## src/rtl/dpram_fifo_ctrl.sv

```systemverilog
// Single-clock FIFO controller in front of a dual-port RAM with 1-cycle registered read.
// Define FIFO_LEVEL_EN to add the registered LEVEL and ALMOST_FULL outputs.
module dpram_fifo_ctrl #(
   parameter int unsigned DATAWL = 8,
   parameter int unsigned ADDRWL = 8
`ifdef FIFO_LEVEL_EN
   ,
   parameter int unsigned AFULL_TH = (1 << ADDRWL) - 4
`endif
) (
   input  logic              CLK,
   input  logic              RSTN,
   input  logic              CLR,
   input  logic              IN_VALID,
   output logic              IN_READY,
   input  logic [DATAWL-1:0] IN_DATA,
   output logic              OUT_VALID,
   input  logic              OUT_READY,
   output logic [DATAWL-1:0] OUT_DATA,
   output logic              RAM_WE,
   output logic [ADDRWL-1:0] RAM_WA,
   output logic [DATAWL-1:0] RAM_WD,
   output logic [ADDRWL-1:0] RAM_RA,
   input  logic [DATAWL-1:0] RAM_RD
`ifdef FIFO_LEVEL_EN
   ,
   output logic [ADDRWL+1:0] LEVEL,
   output logic              ALMOST_FULL
`endif
);

   localparam logic [ADDRWL:0] FULL_CNT = {1'b1, {ADDRWL{1'b0}}};

   logic [ADDRWL-1:0] wptr_q, wptr_d;
   logic [ADDRWL-1:0] rptr_q, rptr_d;
   logic [ADDRWL:0]   mem_cnt_q, mem_cnt_d;
   logic              pend_q, pend_d;
   logic [1:0]        stage_cnt_q, stage_cnt_d;
   logic [DATAWL-1:0] out_q, out_d;
   logic [DATAWL-1:0] skid_q, skid_d;

   logic       push, pop, issue;
   logic [2:0] occ_after_pop;
   logic [1:0] stage_after_pop;

   assign IN_READY  = (mem_cnt_q != FULL_CNT) & ~CLR;
   assign OUT_VALID = (stage_cnt_q != 2'd0);
   assign OUT_DATA  = out_q;

   // RSTN gate keeps the RAM write port quiet while the controller is held in reset.
   assign push   = IN_VALID & IN_READY & RSTN;
   assign pop    = OUT_VALID & OUT_READY;
   assign RAM_WE = push;
   assign RAM_WA = wptr_q;
   assign RAM_WD = IN_DATA;
   assign RAM_RA = rptr_q;

   assign stage_after_pop = stage_cnt_q - {1'b0, pop};
   assign occ_after_pop   = {1'b0, stage_after_pop} + {2'b00, pend_q};
   // Only issue when the word returning next cycle is guaranteed a stage slot.
   assign issue = (mem_cnt_q != '0) & (occ_after_pop < 3'd2);

   always_comb begin
      wptr_d      = wptr_q;
      rptr_d      = rptr_q;
      mem_cnt_d   = mem_cnt_q;
      pend_d      = issue;
      stage_cnt_d = stage_after_pop + {1'b0, pend_q};
      out_d       = out_q;
      skid_d      = skid_q;

      if (push) wptr_d = wptr_q + 1'b1;
      if (issue) rptr_d = rptr_q + 1'b1;

      unique case ({push, issue})
         2'b10:   mem_cnt_d = mem_cnt_q + 1'b1;
         2'b01:   mem_cnt_d = mem_cnt_q - 1'b1;
         default: mem_cnt_d = mem_cnt_q;
      endcase

      if (pop && stage_cnt_q == 2'd2) out_d = skid_q;
      if (pend_q) begin
         if (stage_after_pop == 2'd0) out_d = RAM_RD;
         else skid_d = RAM_RD;
      end

      if (CLR) begin
         wptr_d      = '0;
         rptr_d      = '0;
         mem_cnt_d   = '0;
         pend_d      = 1'b0;
         stage_cnt_d = '0;
         out_d       = '0;
         skid_d      = '0;
      end
   end

   always_ff @(posedge CLK or negedge RSTN) begin
      if (!RSTN) begin
         wptr_q      <= '0;
         rptr_q      <= '0;
         mem_cnt_q   <= '0;
         pend_q      <= 1'b0;
         stage_cnt_q <= '0;
         out_q       <= '0;
         skid_q      <= '0;
      end else begin
         wptr_q      <= wptr_d;
         rptr_q      <= rptr_d;
         mem_cnt_q   <= mem_cnt_d;
         pend_q      <= pend_d;
         stage_cnt_q <= stage_cnt_d;
         out_q       <= out_d;
         skid_q      <= skid_d;
      end
   end

`ifdef FIFO_LEVEL_EN
   localparam logic [ADDRWL:0] AFULL_CNT = AFULL_TH[ADDRWL:0];

   logic [ADDRWL+1:0] level_q, level_d;
   logic              afull_q, afull_d;

   // Built from next-state values so LEVEL matches the occupancy after each edge.
   assign level_d = (ADDRWL+2)'(mem_cnt_d) + (ADDRWL+2)'(pend_d) + (ADDRWL+2)'(stage_cnt_d);
   assign afull_d = (mem_cnt_d >= AFULL_CNT);

   always_ff @(posedge CLK or negedge RSTN) begin
      if (!RSTN) begin
         level_q <= '0;
         afull_q <= 1'b0;
      end else begin
         level_q <= level_d;
         afull_q <= afull_d;
      end
   end

   assign LEVEL       = level_q;
   assign ALMOST_FULL = afull_q;
`endif

endmodule

```

## config.mk

```make
export PLATFORM = sky130hd
export DESIGN_NAME = dpram_fifo_ctrl
export DESIGN_NICKNAME = d
export VERILOG_FILES = /design/src/rtl/dpram_fifo_ctrl.sv
export SDC_FILE = /design/constraint.sdc
export NUM_CORES = 1
export LEC_CHECK = 0
export ABC_CLOCK_PERIOD_IN_PS = 5390
export BUFFER_PORTS_ARGS = -buffer_cell sky130_fd_sc_hd__buf_2
export CAP_MARGIN = 25
export CORE_MARGIN = 8
export CORE_UTILIZATION = 56
export CTS_BUF_LIST = sky130_fd_sc_hd__clkbuf_2 sky130_fd_sc_hd__clkbuf_4 sky130_fd_sc_hd__clkbuf_8
export CTS_CLUSTER_SIZE = 30
export DETAILED_ROUTE_END_ITERATION = 10
export GPL_TIMING_DRIVEN = 0
export PLACE_DENSITY = 0.94
export SYNTH_ARGS = -nofsm -noshare
export SYNTH_HDL_FRONTEND = slang
export SYNTH_SLANG_ARGS = --single-unit
```

## constraint.sdc

```tcl
create_clock -name CLK -period 5.39 [get_ports CLK]
set_clock_uncertainty 0.1 [all_clocks]
set_input_delay 1.078 -clock CLK [delete_from_list [all_inputs] [get_ports CLK]]
set_output_delay 1.078 -clock CLK [all_outputs]
set_load 0.05 [all_outputs]
```

==> results by group <==
Synth
  – Syn. warnings: 0
  – Synthesized Nets: 289
  – Synth Cell Area: 2590 sq um
  – Post-synthesis cell type count: 45
  – Seq/Total Area, Yosys: 42.5%
  – Register bit total from synthesis: 44
  – Post-synthesis average cell area: 10.2 sq um
  – Instance count of the mapped netlist: 255

Status
  – Result of the run: finished clean

STA
  – Final period util: 83.9%
  – Total of endpoints with negative setup slack in the final report: 0
  – Max frequency: 0.221 GHz
  – Least-Margin Pin Slew: 0.882 ns
  – Slew Limit Headroom: 40.8%
  – RSZ-0062 raised after global routing: false
  – Tmin final: 4.52 ns
  – Sum of negative setup slack: 0 ns
  – Final number of hold-violating endpoints: 0
  – Max Transition Viols Final: 0

Worst setup path
  – WP data arrival: 4.61 ns
  – Crit Path Class: input port to flip-flop
  – CP max-delay cell: sky130_fd_sc_hd__nor2_1
  – Setup crit end kind: flip-flop
  – Critical R2R Capture: mem_cnt_q[8]
  – Category of the worst setup path launch point: input port
  – Worst EP required: 5.48 ns
  – Crit path top cell by count: sky130_fd_sc_hd__ha_1
  – Crit path max-delay family: compound AO/OA/AOI/OAI gates
  – Count of buffering cells on the critical path with inverters included: 4
  – Highest cell delay on the worst timing path: 0.47 ns
  – Worst-path fanout max: 10
  – R2r worst-path depth: 16
  – R2r setup slk: 1.01 ns
  – Cell breakdown of the critical path: buf_2 > and2_1 > ha_1 > inv_1 > ha_1 > inv_1 > ha_1 > o31ai_4 > buf_6 > nor2_1 > ha_1 > a211oi_1 > o211ai_1 > a21oi_1 > nor4b_1 > a311o_1
  – FF-to-FF Start: stage_cnt_q[1]

Global routing
  – Number of global-route vias before repair: 2153
  – Largest net degree at the start of global routing: 47
  – First-pass GRT wire length: 10200 um
  – Overflow left after global routing: 0
  – GRT Overall Usage: 17.0%
  – Antenna violations before repair: 0

Layout
  – Antenna diodes: 0
  – Synth-to-layout area growth: 17.0%
  – Post-route cell area: 3030 sq um
  – Share of post-route cells with drive strength above 1: 26.4%
  – Nets: 344

Clock tree
  – CTS max path bufs: 2
  – Number of clock sinks seen by CTS: 44
  – TritonCTS Buffers: 5
  – Clock latency at the later pin of the worst-skew pair: 0.30 ns
  – H-tree depth reported by CTS: 2
  – Number of instances resized during post-cts repair: 0
  – CTS tree: built
  – Count of hold buffers inserted by post-cts repair: 0
  – Clock-pin slew reported for the worst setup and hold paths after clock tree synthesis: 0.08 ns
  – Number of post-CTS setup repair buffers: 0
  – Clock Tree Root: sky130_fd_sc_hd__clkbuf_8

Placement
  – Gpl congestion: 0.820
  – Count of input and output buffers: 47
  – Placed instance area: 2890 sq um
  – DP Wirelength: 4420 um

Pwr
  – Static leakage power: 1.50 nW
  – Power after layout: 2.01 mW
  – Maximum vdd drop: 0.000598 V
  – Power per Cell Area: 662 nW/um^2

Floorplan
  – DIE HEIGHT: 84.0 um
  – Cell Rows: 24
  – I/O pin count: 56
  – Die X: 84.0 um
  – Core region area: 4410 sq um
  – Die Outline Area: 7060 sq um
  – Effective utilization at floorplan: 58.7%

Routing
  – Number of search-and-repair iterations in the first detailed-routing pass: 4
  – Total wirelength of the detailed-routed design: 5840 um
  – Final ANT Viol Nets: 0
  – DRC violation total after the first TritonRoute iteration: 65
  – Detail-routed via count per cell: 5.69
  – Routed wire length per instance: 16.1 um
  – Number of design rule violations left after detail routing: 0
  – Total via count after detailed routing: 2064

Flow run
  – MaxCap Viol Count: 0

Worst hold path
  – Hold Path Depth: 2
  – Origin of the worst min-delay path: skid_q[2]
  – Endpoint of the worst hold-timing path: skid_q[2]
  – Path category of the worst min-delay check: flip-flop to flip-flop
## where the power goes
part           internal, mW  total [mW]  switching, mW
logic                 0.510        1.24          0.735
clock network         0.152       0.265          0.113
registers             0.422       0.498         0.0755
total                  1.08        2.01          0.923
## worst max path at each step
stage              start      endpoint  depth (start not counted)
6_report       OUT_READY  mem_cnt_q[8]                         16
3_5_place_dp        RSTN  mem_cnt_q[8]                         10
3_3_place_gp        RSTN  mem_cnt_q[8]                         10
5_1_grt        OUT_READY  mem_cnt_q[8]                         16
2_1_floorplan       RSTN  mem_cnt_q[8]                          9
4_1_cts             RSTN  mem_cnt_q[8]                         10
## state kept, by name (all words and copies together), names as in the netlist
| signal | flops |
|---|---|
| mem_cnt_q | 9 |
| OUT_DATA | 8 |
| RAM_RA | 8 |
| RAM_WA | 8 |
| skid_q | 8 |
| stage_cnt_q | 2 |
| pend_q | 1 |
## layout by cell type, fill, tap and decap left out, types with 2 or more instances in the layout
cell,synthesis,routed
sky130_fd_sc_hd__nor4_1,3,3
sky130_fd_sc_hd__nand2b_1,2,2
sky130_fd_sc_hd__nor2_1,39,39
sky130_fd_sc_hd__or3_1,4,4
sky130_fd_sc_hd__a21oi_1,12,12
sky130_fd_sc_hd__xnor2_1,8,8
sky130_fd_sc_hd__nor2b_1,2,2
sky130_fd_sc_hd__xor2_1,7,7
sky130_fd_sc_hd__buf_4,8,8
sky130_fd_sc_hd__clkbuf_1,5,5
sky130_fd_sc_hd__nand3_1,8,8
sky130_fd_sc_hd__mux2_4,7,7
sky130_fd_sc_hd__clkbuf_8,0,6
sky130_fd_sc_hd__a211oi_1,11,11
sky130_fd_sc_hd__a31oi_1,2,2
sky130_fd_sc_hd__or4_4,2,2
sky130_fd_sc_hd__mux2i_1,19,19
sky130_fd_sc_hd__a21o_1,2,2
sky130_fd_sc_hd__inv_1,6,6
sky130_fd_sc_hd__buf_2,1,48
sky130_fd_sc_hd__o21ai_0,9,9
sky130_fd_sc_hd__nand2_1,12,12
sky130_fd_sc_hd__dfrtp_1,44,44
sky130_fd_sc_hd__nand4_1,3,3
sky130_fd_sc_hd__ha_1,12,12
sky130_fd_sc_hd__buf_6,3,3
sky130_fd_sc_hd__nor3_1,3,3
sky130_fd_sc_hd__o211ai_1,3,3
## cell usage after synthesis, drive strengths merged
| cell | count | area (sq um) |
|---|---|---|
| nand2 | 12 | 45.0 |
| o211ai | 3 | 22.5 |
| nor3 | 3 | 15.0 |
| fa | 1 | 20.0 |
| nand3 | 8 | 40.0 |
| clkbuf | 5 | 18.8 |
| and2 | 1 | 6.26 |
| or2b | 1 | 7.51 |
| or4 | 2 | 22.5 |
| o21bai | 1 | 7.51 |
| a311o | 1 | 10.0 |
| or3 | 4 | 25.0 |
| a211o | 1 | 10.0 |
| nor4b | 1 | 8.76 |
| nand3b | 1 | 7.51 |
| a21o | 2 | 15.0 |
| inv | 6 | 22.5 |
| and2b | 1 | 7.51 |
| nor2 | 40 | 158 |
| o21ai | 9 | 45.0 |
| and3 | 1 | 6.26 |
| buf | 12 | 98.8 |
| a311oi | 1 | 8.76 |
| o31ai | 2 | 28.8 |
| mux2i | 19 | 190 |
| mux2 | 7 | 105 |
| nor2b | 2 | 12.5 |
| o31a | 1 | 8.76 |
| ha | 12 | 150 |
| xnor2 | 8 | 70.1 |
| nand2b | 2 | 12.5 |
| a211oi | 11 | 82.6 |
| nand4 | 3 | 18.8 |
| a21boi | 1 | 7.51 |
| dfrtp | 44 | 1100 |
| nor4 | 3 | 18.8 |
| xor2 | 7 | 61.3 |
| a31oi | 2 | 12.5 |
| or2 | 1 | 6.26 |
| a21oi | 13 | 76.3 |
## stage by stage
stage          instances  util, %  hold slack [ns]  setup WS [ns]
2_1_floorplan        255        -            0.386          0.489
3_3_place_gp         354     65.5            0.400          0.368
3_5_place_dp         354     65.5            0.410          0.209
4_1_cts              362     68.3            0.429          0.519
5_1_grt              363     68.7            0.471          0.622
6_report             363     68.7            0.430          0.865
## cells by family (layout without fill, tap and decap cells)
kind of cell             Yosys count  count (layout)  share of synthesized area (%)
AO/OA/AOI/OAI                     48              48                           12.9
adder cells (fa/ha/maj)           13              13                           6.57
flip-flops                        44              44                           42.5
XOR/XNOR                          15              15                           5.07
buffers and inverters             23              79                           5.41
AND/OR/NAND/NOR                   86              86                           16.1
multiplexers                      26              26                           11.4
## routing by layer
| layer | GRT usage, % | vias to the layer above | wire [um] |
|---|---|---|---|
| met1 | 19.9 | 976 | 2400 |
| met5 | 0 | - | 0 |
| met3 | 5.08 | 7 | 407 |
| met4 | 5.65 | 0 | 82 |
| met2 | 28.7 | 71 | 2940 |
| li1 | - | 1010 | - |
## cell type report
type / count / area [sq um]
buffer: 17 / 118
tap: 52 / 65.1
inverter: 6 / 22.5
timing repair buffer: 48 / 255
clock buffer: 6 / 82.6
multi-input combinational: 188 / 1350
fill: 342 / 1380
sequential: 44 / 1100
clock inverter: 2 / 38.8
## worst reg2reg max path, stage by stage (launching register included)
cell and delay, ns:
sky130_fd_sc_hd__dfrtp_1 0.41, sky130_fd_sc_hd__or2_2 0.30, sky130_fd_sc_hd__and2_1 0.16, sky130_fd_sc_hd__ha_1 0.31, sky130_fd_sc_hd__inv_1 0.05, sky130_fd_sc_hd__ha_1 0.17, sky130_fd_sc_hd__inv_1 0.06, sky130_fd_sc_hd__ha_1 0.29
sky130_fd_sc_hd__o31ai_4 0.14, sky130_fd_sc_hd__buf_6 0.16, sky130_fd_sc_hd__nor2_1 0.47, sky130_fd_sc_hd__ha_1 0.40, sky130_fd_sc_hd__a211oi_1 0.46, sky130_fd_sc_hd__o211ai_1 0.22, sky130_fd_sc_hd__a21oi_1 0.22, sky130_fd_sc_hd__nor4b_1 0.09
sky130_fd_sc_hd__a311o_1 0.26
Power figures use the tool's default switching activity.
